$ cat src/rtl/arm_pkg.sv
// Shared definitions for the servo PWM decoder.
// Holds the default timing constants (100 MHz clock, 0.5 ms at 0 degrees,
// 1000 cycles per degree, 180 degree full scale, 40 ms loss timeout), the
// internal counter widths and the per-channel capture FSM state encoding.
package arm_pkg;

  localparam int unsigned DUTY_GAP    = 1000;
  localparam int unsigned OFFSET_CYC  = 50000;
  localparam int unsigned MAX_DEG     = 180;
  localparam int unsigned TIMEOUT_CYC = 4000000;

  // High-time counter width; covers OFFSET_CYC + (MAX_DEG + 1) * DUTY_GAP at the defaults.
  localparam int unsigned HIGH_CNT_W = 20;
  // Decoded angle width; bits above this are tied to zero on the 32-bit outputs.
  localparam int unsigned ANGLE_W    = 8;

  typedef enum logic [2:0] {
    StIdle,
    StHigh,
    StDiv,
    StDone,
    StStuck
  } ch_state_e;

endpackage

$ cat src/rtl/pwm_capture_ch.sv
// One servo PWM capture channel.
// Synchronizes the PWM pin, measures the high time in clock cycles, converts
// it to degrees by repeated subtraction with round-half-up, and watches for
// a missing signal.
// Ports:
//   clk       system clock, rising edge
//   rst_n     asynchronous active-low reset
//   pwm       raw PWM pin, asynchronous to clk
//   xita      last decoded angle in degrees (bits 31:8 always zero)
//   valid     one-cycle strobe when xita updates
//   range_err last pulse was out of range or stuck high; held until next decode
//   lost      no rising edge for TIMEOUT_CYC cycles; clears on next rising edge
module pwm_capture_ch
  import arm_pkg::*;
#(
  parameter int unsigned DUTY_GAP    = arm_pkg::DUTY_GAP,
  parameter int unsigned OFFSET_CYC  = arm_pkg::OFFSET_CYC,
  parameter int unsigned MAX_DEG     = arm_pkg::MAX_DEG,
  parameter int unsigned TIMEOUT_CYC = arm_pkg::TIMEOUT_CYC
) (
  input  logic        clk,
  input  logic        rst_n,
  input  logic        pwm,
  output logic [31:0] xita,
  output logic        valid,
  output logic        range_err,
  output logic        lost
);

  localparam int unsigned ToW = $clog2(TIMEOUT_CYC + 1);

  localparam logic [HIGH_CNT_W-1:0] OffsetC  = HIGH_CNT_W'(OFFSET_CYC);
  localparam logic [HIGH_CNT_W-1:0] GapC     = HIGH_CNT_W'(DUTY_GAP);
  localparam logic [HIGH_CNT_W-1:0] HalfGapC = HIGH_CNT_W'(DUTY_GAP / 2);
  localparam logic [HIGH_CNT_W-1:0] TopC     = HIGH_CNT_W'(OFFSET_CYC + MAX_DEG * DUTY_GAP);
  localparam logic [HIGH_CNT_W-1:0] StuckC   =
    HIGH_CNT_W'(OFFSET_CYC + MAX_DEG * DUTY_GAP + DUTY_GAP);
  localparam logic [HIGH_CNT_W-1:0] OneC     = HIGH_CNT_W'(1);
  localparam logic [ANGLE_W-1:0]    MaxDegC  = ANGLE_W'(MAX_DEG);
  localparam logic [ToW-1:0]        TimeoutC = ToW'(TIMEOUT_CYC);

  // ---------------------------------------------------------------------------
  // Input synchronizer and edge detection
  // ---------------------------------------------------------------------------
  logic [1:0] sync_q;
  logic       dly_q;
  logic [1:0] settle_q;
  logic       armed_q;
  logic       pwm_s;
  logic       rise;
  logic       fall;

  // settle_q counts the two cycles it takes for the synchronizer to hold real
  // pin samples after reset. Edges are only honoured once the synchronized
  // pin has been seen low, so a pulse already high at reset release is skipped.
  always_ff @(posedge clk or negedge rst_n) begin
    if (!rst_n) begin
      sync_q   <= '0;
      dly_q    <= 1'b0;
      settle_q <= '0;
      armed_q  <= 1'b0;
    end else begin
      sync_q <= {sync_q[0], pwm};
      dly_q  <= sync_q[1];
      if (settle_q != 2'd2) begin
        settle_q <= settle_q + 2'd1;
      end
      if (settle_q == 2'd2 && !sync_q[1]) begin
        armed_q <= 1'b1;
      end
    end
  end

  assign pwm_s = sync_q[1];
  assign rise  = armed_q & pwm_s & ~dly_q;
  assign fall  = armed_q & ~pwm_s & dly_q;

  // ---------------------------------------------------------------------------
  // Loss-of-signal timeout
  // ---------------------------------------------------------------------------
  logic [ToW-1:0] to_cnt_q, to_cnt_d;
  logic           lost_q;

  always_comb begin
    to_cnt_d = to_cnt_q;
    if (rise) begin
      to_cnt_d = '0;
    end else if (to_cnt_q != TimeoutC) begin
      to_cnt_d = to_cnt_q + 1'b1;
    end
  end

  always_ff @(posedge clk or negedge rst_n) begin
    if (!rst_n) begin
      to_cnt_q <= '0;
      lost_q   <= 1'b0;
    end else begin
      to_cnt_q <= to_cnt_d;
      lost_q   <= (to_cnt_d == TimeoutC);
    end
  end

  // ---------------------------------------------------------------------------
  // Capture / divide FSM
  // ---------------------------------------------------------------------------
  ch_state_e             state_q;
  logic [HIGH_CNT_W-1:0] high_cnt_q;
  logic [HIGH_CNT_W-1:0] rem_q;
  logic [ANGLE_W-1:0]    quo_q;
  logic [ANGLE_W-1:0]    xita_q;
  logic                  valid_q;
  logic                  rerr_q;

  // Results are registered on the transition into StDone / StStuck, so valid
  // is high exactly during the single StDone cycle (or the first StStuck cycle).
  always_ff @(posedge clk or negedge rst_n) begin
    if (!rst_n) begin
      state_q    <= StIdle;
      high_cnt_q <= '0;
      rem_q      <= '0;
      quo_q      <= '0;
      xita_q     <= '0;
      valid_q    <= 1'b0;
      rerr_q     <= 1'b0;
    end else begin
      valid_q <= 1'b0;
      unique case (state_q)
        StIdle: begin
          if (rise) begin
            high_cnt_q <= OneC;
            state_q    <= StHigh;
          end
        end
        StHigh: begin
          if (fall) begin
            // Wraps when below range; the DIV range checks never use it then.
            rem_q   <= high_cnt_q - OffsetC;
            quo_q   <= '0;
            state_q <= StDiv;
          end else if (high_cnt_q > StuckC) begin
            xita_q  <= MaxDegC;
            rerr_q  <= 1'b1;
            valid_q <= 1'b1;
            state_q <= StStuck;
          end else begin
            high_cnt_q <= high_cnt_q + 1'b1;
          end
        end
        StDiv: begin
          if (high_cnt_q < OffsetC) begin
            xita_q  <= '0;
            rerr_q  <= 1'b1;
            valid_q <= 1'b1;
            state_q <= StDone;
          end else if (high_cnt_q > TopC) begin
            xita_q  <= MaxDegC;
            rerr_q  <= 1'b1;
            valid_q <= 1'b1;
            state_q <= StDone;
          end else if (rem_q >= GapC) begin
            rem_q <= rem_q - GapC;
            quo_q <= quo_q + 1'b1;
          end else begin
            // Round half up, never past full scale.
            if (rem_q >= HalfGapC && quo_q < MaxDegC) begin
              xita_q <= quo_q + 1'b1;
            end else begin
              xita_q <= quo_q;
            end
            rerr_q  <= 1'b0;
            valid_q <= 1'b1;
            state_q <= StDone;
          end
        end
        StDone: begin
          state_q <= StIdle;
        end
        StStuck: begin
          if (fall) begin
            state_q <= StIdle;
          end
        end
        default: begin
          state_q <= StIdle;
        end
      endcase
    end
  end

  assign xita      = {{(32 - ANGLE_W){1'b0}}, xita_q};
  assign valid     = valid_q;
  assign range_err = rerr_q;
  assign lost      = lost_q;

endmodule

$ cat src/rtl/servo_pwm_decoder.sv
// Two-channel servo PWM decoder.
// Each channel independently converts the high time of its PWM input into an
// angle in degrees; this level only wires two identical capture channels.
// Ports:
//   clk, rst_n               system clock / asynchronous active-low reset
//   pwm1, pwm2               raw servo PWM inputs, asynchronous to clk
//   xita1, xita2             last decoded angles in degrees
//   valid1, valid2           one-cycle update strobes
//   range_err1, range_err2   last pulse out of range or stuck high
//   lost1, lost2             no rising edge within TIMEOUT_CYC cycles
module servo_pwm_decoder
  import arm_pkg::*;
#(
  parameter int unsigned DUTY_GAP    = arm_pkg::DUTY_GAP,
  parameter int unsigned OFFSET_CYC  = arm_pkg::OFFSET_CYC,
  parameter int unsigned MAX_DEG     = arm_pkg::MAX_DEG,
  parameter int unsigned TIMEOUT_CYC = arm_pkg::TIMEOUT_CYC
) (
  input  logic        clk,
  input  logic        rst_n,
  input  logic        pwm1,
  input  logic        pwm2,
  output logic [31:0] xita1,
  output logic [31:0] xita2,
  output logic        valid1,
  output logic        valid2,
  output logic        range_err1,
  output logic        range_err2,
  output logic        lost1,
  output logic        lost2
);

  pwm_capture_ch #(
    .DUTY_GAP    (DUTY_GAP),
    .OFFSET_CYC  (OFFSET_CYC),
    .MAX_DEG     (MAX_DEG),
    .TIMEOUT_CYC (TIMEOUT_CYC)
  ) u_ch1 (
    .clk       (clk),
    .rst_n     (rst_n),
    .pwm       (pwm1),
    .xita      (xita1),
    .valid     (valid1),
    .range_err (range_err1),
    .lost      (lost1)
  );

  pwm_capture_ch #(
    .DUTY_GAP    (DUTY_GAP),
    .OFFSET_CYC  (OFFSET_CYC),
    .MAX_DEG     (MAX_DEG),
    .TIMEOUT_CYC (TIMEOUT_CYC)
  ) u_ch2 (
    .clk       (clk),
    .rst_n     (rst_n),
    .pwm       (pwm2),
    .xita      (xita2),
    .valid     (valid2),
    .range_err (range_err2),
    .lost      (lost2)
  );

endmodule

$ cat config.mk
export PLATFORM = sky130hd
export DESIGN_NAME = servo_pwm_decoder
export DESIGN_NICKNAME = d
export VERILOG_FILES = /design/src/rtl/arm_pkg.sv /design/src/rtl/pwm_capture_ch.sv /design/src/rtl/servo_pwm_decoder.sv
export SDC_FILE = /design/constraint.sdc
export NUM_CORES = 1
export LEC_CHECK = 0
export CAP_MARGIN = 25
export CORE_UTILIZATION = 53
export DETAILED_ROUTE_END_ITERATION = 10
export HOLD_SLACK_MARGIN = 0.15
export PLACE_DENSITY = 0.73
export SLEW_MARGIN = 20
export SYNTH_ARGS = -nofsm -noshare
export SYNTH_HDL_FRONTEND = slang
export SYNTH_SLANG_ARGS = --single-unit
$ cat constraint.sdc
create_clock -name clk -period 4.5 [get_ports clk]
set_clock_uncertainty 0.05 [all_clocks]
set_input_delay 0.675 -clock clk [delete_from_list [all_inputs] [get_ports clk]]
set_output_delay 0.675 -clock clk [all_outputs]
set_load 0.005 [all_outputs]
==> flow_summary.json <==
{
  "status": "completed",
  "cts-buffers-inserted": 17,
  "powerDensity_mw_per_mm2": 419,
  "cts_resized": 0,
  "netlist_area_sq_mm": 0.0112,
  "postSynth.asyncResetShare_pct": 100,
  "grt_pass1_vias": 8753,
  "postCtsSetupBuffers": 0,
  "post-place-cells": 1537,
  "dp_slack_ps": 1370,
  "rows": 52,
  "n_antenna_cell": 0,
  "synth_top_area_share_pct": 39.2,
  "post-route-period-util_pct": 71.3,
  "dp_hpwl_um": 18400,
  "synth_warnings": 0,
  "synth_area_leaders": "dfrtp_1, nor2_1, xnor2_1",
  "grt_usage_pct": 25.1,
  "cap_violations": 0,
  "synth.avg_cell_area_sq_um": 8.58,
  "viasPerCell": 6.18,
  "met3_usage_pct": 4.51,
  "syn_to_final_growth_pct": 7.03,
  "synth_edf_count": 0,
  "die_x_um": 148,
  "die_y_um": 148,
  "p_leak_nw": 5.03,
  "drc": 0,
  "core-area_sq_mm": 0.0205,
  "synth-seq-cells": 176,
  "postLayoutSetupSlackWorst_ps": 1290,
  "vias": 9681,
  "drt_iter0_markers": 826,
  "fmax_mhz": 312,
  "grt_use_met2_pct": 38.3,
  "final_cells": 1567,
  "tritoncts": "done",
  "clock-sinks": 176,
  "fin_tns_setup_ps": 0,
  "grt_max_degree": 92,
  "worstPathMaxFanout": 17,
  "start_util_pct": 54.8,
  "synthFlopType": "dfrtp_1",
  "worstSetupPathType": "flop to flop",
  "antenna_found_initial": 0,
  "synth_area_leader_cell": "dfrtp_1",
  "gr-total-overflow": 0,
  "worstSetupEndpointType": "flop",
  "yosysSeqAreaShare_pct": 39.2,
  "clkLatencyLatePin_ps": 430,
  "crit_arrival_ps": 3480,
  "cts-root-buf": "clkbuf_16",
  "rsz0062_at_grt": "false",
  "crit_path_start_kind": "flop",
  "wl_um": 26400,
  "busiest_layer": "met2",
  "detail-route-antenna-nets": 0,
  "gp_congestion": 0.919,
  "die-area_sq_mm": 0.0218,
  "postSynthCellCount": 1309,
  "portBuffers": 25,
  "first_pass_iters": 5,
  "hold_class": "input port to async pin",
  "cts_hold_buf": 0,
  "drv_slew": 0,
  "drive_gt1_share_pct": 5.09,
  "fin_crit_ps": 3210,
  "final_nets": 1310,
  "hold_viol": 0,
  "path_clk_slew_ps": 70,
  "cp_data_required_time_ps": 4770,
  "cts_buffer_depth": 2,
  "tightest_slew_ps": 1000,
  "setup_viol": 0,
  "fin_util_pct": 58.6,
  "synth.distinct_cells": 78,
  "grt_pass1_wl_um": 44500,
  "ioPinCount": 74,
  "wire_per_inst_um": 16.8,
  "use_met1_pct": 36.5,
  "maxSlewHeadroom_pct": 33.2,
  "vdd_drop_max_mv": 0.250,
  "htreeDepth": 4
}
[cells in the mapped netlist, drive strengths merged, types with 9 or more instances]
library cell,count
o21a,9
a31oi,17
nand2,103
nand3,59
nor3,38
buf,59
o31ai,15
clkbuf,68
inv,38
a21o,14
nand4,31
xor2,32
or3,19
or4,23
nor2,141
xnor2,56
mux2i,11
a21oi,67
dfrtp,176
nor4,38
nor2b,12
and2,14
o211ai,23
ha,20
and4,12
and3,21
o21ai,70
[worst paths after layout]
check | from | endpoint | slack (ps) | depth (start not counted)
worst max-delay path | u_ch2.high_cnt_q[7] | u_ch2.rem_q[8] | 1290 | 6
worst min-delay path | rst_n | u_ch1.to_cnt_q[12] | 240 | 1
worst max register to register | u_ch2.high_cnt_q[7] | u_ch2.rem_q[8] | 1290 | 6
worst min register to register | u_ch1.sync_q[0] | u_ch1.sync_q[1] | 300 | 0
max in group asynchronous | rst_n | u_ch2.to_cnt_q[4] | 3140 | 2
min in group clk | u_ch1.sync_q[0] | u_ch1.sync_q[1] | 300 | 0
[final cells by class]
cell class,instances,area [sq um]
clock inverter,9,135
tap,270,338
timing repair buffer,38,362
fill,1840,8480
multi-input combinational,1015,6180
sequential,176,4400
inverter,38,143
clock buffer,21,450
[routing by layer]
layer  vias up  share of wire (%)
li1       4624                  -
met1      4668                 46
met2       345                 46
met3        44                6.0
met4         0                1.8
met5         -                  0
[placed cells by master, fill, tap and decap left out, types with 16 or more instances in the layout]
| cell | synthesis | final |
|---|---|---|
| nor2_1 | 141 | 141 |
| o21ai_0 | 66 | 66 |
| nand2_1 | 103 | 103 |
| nor4_1 | 36 | 34 |
| conb_1 | 1 | 48 |
| nand3_1 | 59 | 59 |
| clkbuf_16 | 0 | 17 |
| a21oi_1 | 67 | 67 |
| clkdlybuf4s50_1 | 0 | 24 |
| xnor2_1 | 56 | 56 |
| dfrtp_1 | 176 | 176 |
| a31oi_1 | 16 | 16 |
| and3_1 | 21 | 21 |
| or4_1 | 23 | 23 |
| o211ai_1 | 23 | 23 |
| ha_1 | 20 | 20 |
| xor2_1 | 32 | 32 |
| inv_1 | 38 | 38 |
| nand4_1 | 31 | 31 |
| nor3_1 | 38 | 38 |
| or3_1 | 19 | 19 |
[state kept, by name (all words and copies together), names as in the netlist, 2 cells and up]
register and count:
u_ch2.to_cnt_q 22, u_ch1.state_q 3, u_ch2.quo_q 8, u_ch1.high_cnt_q 20
u_ch1.rem_q 18, u_ch2.settle_q 2, u_ch2.state_q 3, u_ch1.quo_q 8
u_ch1.settle_q 2, u_ch1.to_cnt_q 22, u_ch2.rem_q 18, u_ch1.xita_q 8
u_ch2.sync_q 2, u_ch2.xita_q 8, u_ch2.high_cnt_q 20, u_ch1.sync_q 2
[through the flow]
stage | area [sq um] | total power, mW | hold WS, ps
after floorplan | 11400 | 3.10 | 281
after global placement | 11400 | 3.48 | 286
after detailed placement | 11400 | 3.52 | 287
after CTS | 12000 | 5.03 | 302
after global routing | 12000 | 5.32 | 316
final | 12000 | 5.03 | 241
[report_power, final]
part / switching, mW / internal (mW) / leakage, nW / total [mW]
clock: 0.620 / 0.884 / 0.276 / 1.50
combinational: 0.837 / 0.535 / 2.46 / 1.37
sequential: 0.315 / 1.84 / 2.29 / 2.15
total: 1.77 / 3.26 / 5.03 / 5.03
[cell families after synthesis]
family,after synthesis,synth area share (%)
simple gates,548,25.2
compound gates,296,17.7
flops,176,39.2
buf+inv,165,7.37
xor+xnor,88,6.87
fa+ha+maj,20,2.23
mux,15,1.38
other cells,1,0.0334
[worst max-delay path: stages (launching register included)]
cell      delay [ps]
dfrtp_1          530
or4b_4           580
o311ai_2         340
a32oi_2          280
o31ai_4          740
nand2_1          310
o21a_1           270
No activity file was read; power rests on OpenSTA's default activity.
